## src/rtl/axi_rdata_ctrl_pkg.sv

```systemverilog
`default_nettype none
`timescale 1ns/1ps
// ---------------------------------------------------------------------------
// axi_rdata_ctrl_pkg
// Shared AXI2AHB bridge constants: RRESP codes, R-channel FSM encoding and
// default widths.
// Revision: 1.0 - initial release
// ---------------------------------------------------------------------------
package axi_rdata_ctrl_pkg;

   // Default widths for the bridge data path
   localparam int DATA_W_DEF = 64;
   localparam int ID_W_DEF   = 4;
   localparam int LEN_W_DEF  = 8;

   // AXI RRESP encodings
   localparam logic [1:0] RESP_OKAY   = 2'b00;
   localparam logic [1:0] RESP_SLVERR = 2'b10;

   // R-channel controller state encoding
   localparam logic [1:0] ST_IDLE   = 2'd0;
   localparam logic [1:0] ST_ACTIVE = 2'd1;
   localparam logic [1:0] ST_DRAIN  = 2'd2;

endpackage : axi_rdata_ctrl_pkg
`default_nettype wire

```

## src/rtl/axi_rdata_ctrl.sv

```systemverilog
`default_nettype none
`timescale 1ns/1ps
// ---------------------------------------------------------------------------
// axi_rdata_ctrl
// AXI R-channel generator downstream of the bridge read-data FIFO. Accepts a
// burst command, pops LEN+1 beats and presents them through a registered
// R output stage with full RREADY backpressure.
// Revision: 1.0 - initial release
// ---------------------------------------------------------------------------
module axi_rdata_ctrl
   import axi_rdata_ctrl_pkg::*;
#(
   parameter int DATA_W = DATA_W_DEF,
   parameter int ID_W   = ID_W_DEF,
   parameter int LEN_W  = LEN_W_DEF
) (
   input  logic              rclk,
   input  logic              resetn,
   // burst command
   input  logic              cmd_valid,
   output logic              cmd_ready,
   input  logic [ID_W-1:0]   cmd_id,
   input  logic [LEN_W-1:0]  cmd_len,
   input  logic              cmd_err,
   // read-data FIFO
   input  logic              fifo_empty,
   input  logic [DATA_W-1:0] fifo_rd_data,
   output logic              fifo_rd_en,
   // AXI R channel
   output logic              rvalid,
   input  logic              rready,
   output logic [DATA_W-1:0] rdata,
   output logic [ID_W-1:0]   rid,
   output logic [1:0]        rresp,
   output logic              rlast
);

   localparam logic [LEN_W-1:0] LEN_ONE = {{(LEN_W-1){1'b0}}, 1'b1};

   logic [1:0]        state_q, state_d;
   logic [LEN_W-1:0]  len_q;
   logic [ID_W-1:0]   id_q;
   logic              err_q;
   logic [LEN_W-1:0]  pop_cnt_q;

   logic              rvalid_q;
   logic [DATA_W-1:0] rdata_q;
   logic [ID_W-1:0]   rid_q;
   logic [1:0]        rresp_q;
   logic              rlast_q;

   logic              pop;
   logic              last_pop;
   logic              cmd_accept;
   logic              final_hs;

   // Handshake and pop qualifiers; a pop only happens when the output
   // register is empty or is being emptied this cycle.
   always_comb begin
      cmd_ready  = (state_q == ST_IDLE);
      cmd_accept = cmd_ready & cmd_valid;
      pop        = (state_q == ST_ACTIVE) & ~fifo_empty & (~rvalid_q | rready);
      last_pop   = (pop_cnt_q == len_q);
      final_hs   = rvalid_q & rready & rlast_q;
   end

   // Burst FSM next-state
   always_comb begin
      state_d = state_q;
      case (state_q)
         ST_IDLE:   if (cmd_valid)       state_d = ST_ACTIVE;
         ST_ACTIVE: if (pop && last_pop) state_d = ST_DRAIN;
         ST_DRAIN:  if (final_hs)        state_d = ST_IDLE;
         default:                        state_d = ST_IDLE;
      endcase
   end

   // FSM state, latched command and pop counter; the counter is compared
   // before it increments so the len=255 wrap back to zero is harmless
   always_ff @(posedge rclk or negedge resetn) begin
      if (!resetn) begin
         state_q   <= ST_IDLE;
         len_q     <= '0;
         id_q      <= '0;
         err_q     <= 1'b0;
         pop_cnt_q <= '0;
      end else begin
         state_q <= state_d;
         if (cmd_accept) begin
            len_q     <= cmd_len;
            id_q      <= cmd_id;
            err_q     <= cmd_err;
            pop_cnt_q <= '0;
         end else if (pop) begin
            pop_cnt_q <= pop_cnt_q + LEN_ONE;
         end
      end
   end

   // Registered R output stage: load on pop, drop valid on an unrefilled
   // handshake, otherwise hold (covers the rvalid & !rready stall)
   always_ff @(posedge rclk or negedge resetn) begin
      if (!resetn) begin
         rvalid_q <= 1'b0;
         rdata_q  <= '0;
         rid_q    <= '0;
         rresp_q  <= RESP_OKAY;
         rlast_q  <= 1'b0;
      end else if (pop) begin
         rvalid_q <= 1'b1;
         rdata_q  <= fifo_rd_data;
         rid_q    <= id_q;
         rresp_q  <= err_q ? RESP_SLVERR : RESP_OKAY;
         rlast_q  <= last_pop;
      end else if (rvalid_q && rready) begin
         rvalid_q <= 1'b0;
      end
   end

   assign fifo_rd_en = pop;
   assign rvalid     = rvalid_q;
   assign rdata      = rdata_q;
   assign rid        = rid_q;
   assign rresp      = rresp_q;
   assign rlast      = rlast_q;

endmodule : axi_rdata_ctrl
`default_nettype wire

```

## config.mk

```make
export PLATFORM = sky130hd
export DESIGN_NAME = axi_rdata_ctrl
export DESIGN_NICKNAME = d
export VERILOG_FILES = /design/src/rtl/axi_rdata_ctrl_pkg.sv /design/src/rtl/axi_rdata_ctrl.sv
export SDC_FILE = /design/constraint.sdc
export NUM_CORES = 1
export LEC_CHECK = 0
export CORE_MARGIN = 2
export CORE_UTILIZATION = 32
export CTS_BUF_LIST = sky130_fd_sc_hd__clkbuf_4 sky130_fd_sc_hd__clkbuf_8
export DETAILED_ROUTE_END_ITERATION = 6
export GPL_ROUTABILITY_DRIVEN = 0
export PLACE_DENSITY_LB_ADDON = 0.2
export SYNTH_ARGS = -nofsm -noshare
export SYNTH_HDL_FRONTEND = slang
export SYNTH_SLANG_ARGS = --single-unit
```

## constraint.sdc

```tcl
create_clock -name rclk -period 2.83 [get_ports rclk]
set_clock_uncertainty 0.1 [all_clocks]
set_input_delay 0.566 -clock rclk [delete_from_list [all_inputs] [get_ports rclk]]
set_output_delay 0.566 -clock rclk [all_outputs]
set_load 0.02 [all_outputs]
```

After elaboration in Yosys (flattened, before gate mapping)
Cells that the tools add are included. W data, S select, Z words.

Word-level logic and storage cells: 40. Input bits: 82. Register bits after elaboration: 95.

Reductions and logical operators: 6. Muxes and demuxes: 9. Equal/unequal tests: 6. Bitwise operators: 8. $add $sub $neg: 1.

Operator list (count): $mux W8 (2); $add A8 B1 Y8 const B (1); $eq A8 B8 Y1 (1); $mux W2 (4); $pmux W2 S3 (1); $and A1 B1 Y1 (5); $ne A2 B2 Y1 const B (2); $reduce_bool A2 Y1 (2); $reduce_and A3 Y1 (1); $eq A2 B1 Y1 const B (1); $eq A2 B2 Y1 const B (1); $logic_and A1 B1 Y1 (2); $logic_not A2 Y1 (1); $mux W1 (2); $ne A2 B1 Y1 const B (1); $not A1 Y1 (2); $or A1 B1 Y1 (1).

Longest topological paths before layout
Word-level depth: 6. Mapped depth: 8. Gate-level depth less buffers: 5.

Worst setup path before layout
Ideal clock, no wire load.

Path kind: input -> output. Start: input fifo_empty. End: output fifo_rd_en. Setup slack: 532 ps. Path buffers: 3. Data arrival time: 1632 ps. Stages: 6. Path through: or3b_1 -> clkbuf_2 -> or2_1 -> buf_6 -> clkinv_4 -> buf_6.

Cells in the longest elaborated chain, start to end: 3.

Ends and longest elaborated chain: start: declaration (RTL line axi_rdata_ctrl.sv:26) `input logic fifo_empty,`; $not A1 Y1 (RTL line axi_rdata_ctrl.sv:62) `pop = (state_q == ST_ACTIVE) & ~fifo_empty & (~rvalid_q | rready);`; $and A1 B1 Y1 (2 in a row) (RTL line axi_rdata_ctrl.sv:62); end: declaration (RTL line axi_rdata_ctrl.sv:28) `output logic fifo_rd_en,`.

No other way between the ends.

Worst setup path after layout
Ends and elaborated chain as after synthesis.

==> parameters.txt <==
Parameter                              Value

Synthesis
  Fraction of the yosys area taken by sequential cells ... roughly 62%
  Cell types occupying the most area after synthesis ... sky130_fd_sc_hd__dfrtp_1 62%, sky130_fd_sc_hd__nand2_1 21%, sky130_fd_sc_hd__mux2_2 3.9%
  Average cell area after synthesis ... 9.81 sq um
  Portion of synthesized cell area occupied by the leading cell type ... approximately 62%
  Syn_nets ... 469
  Distinct cell type count of the synthesized netlist ... 30
  Proportion of register bits with asynchronous set or reset after synthesis ... between 90% and 100%
  Syn. warnings ... 0
  Netlist Area Pre-Place ... between 0.003 and 0.004 sq mm
  Number of flops mapped to enable cells by yosys ... 0
  Post-Syn Instances ... just under 400
  Most used DFF post-synth ... sky130_fd_sc_hd__dfrtp_1
  Synth cell count leaders ... 210 x sky130_fd_sc_hd__nand2_1, 94 x sky130_fd_sc_hd__dfrtp_1, 14 x sky130_fd_sc_hd__xnor2_1
  Most numerous cell in the Yosys netlist ... sky130_fd_sc_hd__nand2_1
  Library cell with the largest summed area after synthesis ... sky130_fd_sc_hd__dfrtp_1
  Count of state elements after synthesis ... 94

Routing
  Iteration count of the initial detailed-routing pass ... 4
  Number of nets with antenna violations after routing ... 0
  Starting DRC count in detailed routing ... 127
  Total routed wirelength ... around 9000 um
  Vias per std cell ... about 4.4
  Total via count after detailed routing ... between 3000 and 4000
  DRC viols ... 0
  Routed WL per cell ... 13.0 um

Worst setup path
  CP peak stage delay ... roughly 400 ps
  Maximum fanout count along the critical path ... 2
  Worst setup EP type ... primary output
  Sequence of cells on the critical path ... clkdlybuf4s50_1, or3b_1, or2_2, clkinv_4, buf_4
  Startpoint-to-endpoint class of the critical path ... in2out
  Critical Path Start Type ... input port
  Critical Path AT ... ~1900 ps
  Required time worst endpoint ... roughly 2200 ps
  Slowest cell on the critical path ... sky130_fd_sc_hd__clkdlybuf4s50_1

Finish
  Layout Cells excl Fill ... 686
  Layout Nets ... ~620
  Number of antenna diodes ... 0
  Area of combinational cells with multiple inputs ... about 0.0013 sq mm
  Share of post-route cells with drive strength above 1 ... 7.55%
  Number of filler instances in the final layout ... 1085
  Area overhead of the layout relative to synthesis ... 48.5%
  Sequential cell area ... 0.00235 sq mm

Clock tree
  Total number of H-tree levels ... 3
  Number of sinks on the clock net ... 94
  Maximum root-to-sink buffer count ... 2
  Clock Latency Late Sink ... around 340 ps
  Post-CTS Setup Repair Bufs ... 0
  Post-cts gate resize count ... 0
  Post-cts hold buffer count ... 0
  Clock Tree Root ... sky130_fd_sc_hd__clkbuf_8
  Cts bufs inserted ... 9
  CTS tree ... built
  Clock input transition at the sequential cells of the worst setup and hold paths ... 100 ps

Floorplanning
  Initial Util ... 33.0%
  Placeable core region ... between 0.01 and 0.015 sq mm
  Die extent in y ... between 100 and 150 um
  Top-level I/O count ... around 160
  Floorplan row count ... 39
  Die area ... ~0.013 sq mm
  Horizontal extent of the die ... 113 um

Pwr
  Comb pwr share ... between 40% and 50%
  Sequential Power Share ... a little over two fifths
  Power density cells ... approximately 900 mW/mm^2
  Worst IR drop on VDD ... approximately 0.00045 V
  Sw Pwr ... roughly 1700 uW
  Clock share of power ... between 10% and 20%
  LEAKAGE ... about 0.0027 uW
  Share of total power consumed by net switching ... between 30% and 40%
  Internal power summed over all cells ... around 3200 uW
  Post-layout power ... about 4900 uW

Job
  Max-cap violations ... 0

STA
  Final setup viols ... 0
  RSZ-0062 raised after global routing ... false
  Final Slew Violations ... 0
  Total negative slack ... 0 ps
  Worst path setup slack after routing ... around 260 ps
  Final worst path period need ... approximately 2600 ps
  Highest Clock Rate ... 389 MHz
  Share of the clock period used by the worst path after layout ... 90.9%
  Measured slew at the worst slew-check pin ... 502 ps
  Max_slew headroom ... 66.6%
  Final Hold Viols ... 0

GRT
  Overall global routing resource usage ... 14.4%
  Overall overflow remaining after global route ... 0
  Initial antenna violation count ... 0
  Pin count of the biggest net entering global routing ... 73
  Global-route wire length before repair ... approximately 15000 um
  Number of global-route vias before repair ... ~3000

Placement
  Cell count after placement ... 671
  Count of input and output buffers ... between 150 and 200
  Estimated wirelength of the detail-placed design ... roughly 6300 um
  Worst slack at placement ... between 200 and 250 ps

Run status
  Run status ... complete, no violations

Worst hold path
  Worst hold path type ... in2async
final cells by class:
class                   count  area share, %
flip-flops and latches     94           41.9
repair buffers            161           28.7
multi-input cells         271           22.6
well taps                 143           3.18
clock buffers               9           2.20
clock inverters             6           1.25
inverters                   2          0.223
state kept, by name (all words and copies together), names as in the netlist:
signal,flops
rid,4
err_q,1
len_q,8
rdata,64
rresp,1
rlast,1
state_q,2
pop_cnt_q,8
id_q,4
rvalid,1
kinds of logic after synthesis:
kind of cell	synth area share (%)
other cells	0.0991
fa+ha+maj	0.331
mux	4.13
flops	62.1
xor+xnor	3.24
compound gates	0.562
simple gates	25.2
buf+inv	4.33
metrics by stage:
step                      utilization, %  area, sq um  hold slack [ps]
final                               49.0         5620             81.3
after global routing                49.0         5620              113
after CTS                           49.0         5620             92.9
after detailed placement            47.3         5430              354
after global placement              47.3         5430              346
after floorplan                        -         3780              170
metal layers:
metal	routed length [um]	share of wire (%)	vias to the layer above	global-route usage, %
met4	135	1.5	0	4.72
met3	479	5.4	11	3.00
met1	3870	43	1412	18.2
met2	4450	50	87	24.8
li1	-	-	1491	-
met5	0	0	-	0
power by group through the flow:
stage | sequential, uW | combinational [uW] | clock, uW
2_1_floorplan | 2450 | 680 | 0
3_3_place_gp | 2080 | 1980 | 0
5_1_grt | 2130 | 2140 | 974
6_report | 2060 | 1980 | 879
4_1_cts | 2070 | 2010 | 918
3_5_place_dp | 2090 | 2010 | 0
cell usage in the layout, fill, tap and decap left out, types with 2 or more instances in the layout:
cell                              instances
sky130_fd_sc_hd__nor2_1                   8
sky130_fd_sc_hd__buf_4                    7
sky130_fd_sc_hd__nor3_1                   2
sky130_fd_sc_hd__nand4_1                  3
sky130_fd_sc_hd__nand3_1                  4
sky130_fd_sc_hd__dfrtp_1                 94
sky130_fd_sc_hd__inv_6                    2
sky130_fd_sc_hd__buf_12                   2
sky130_fd_sc_hd__clkinv_4                 3
sky130_fd_sc_hd__mux2_2                  13
sky130_fd_sc_hd__clkbuf_8                 9
sky130_fd_sc_hd__nand2b_1                 2
sky130_fd_sc_hd__xnor2_1                 14
sky130_fd_sc_hd__nand2_1                210
sky130_fd_sc_hd__clkdlybuf4s50_1        152
sky130_fd_sc_hd__nor4_1                   2
critical path: cells and delay by family:
kind / cells / cell delay (ps)
buf+inv: 3 / 610
simple gates: 2 / 730
final timing paths:
kind	slack [ps]	depth (start not counted)	end	from
max	260	5	fifo_rd_en	fifo_empty
min	80	1	rdata[38]	resetn
max reg2reg	830	5	state_q[1]	state_q[1]
min reg2reg	370	2	rresp[1]	err_q
max in group asynchronous	1890	2	rdata[5]	resetn
min in group rclk	370	2	rresp[1]	err_q
No activity file was read; power rests on OpenSTA's default activity.
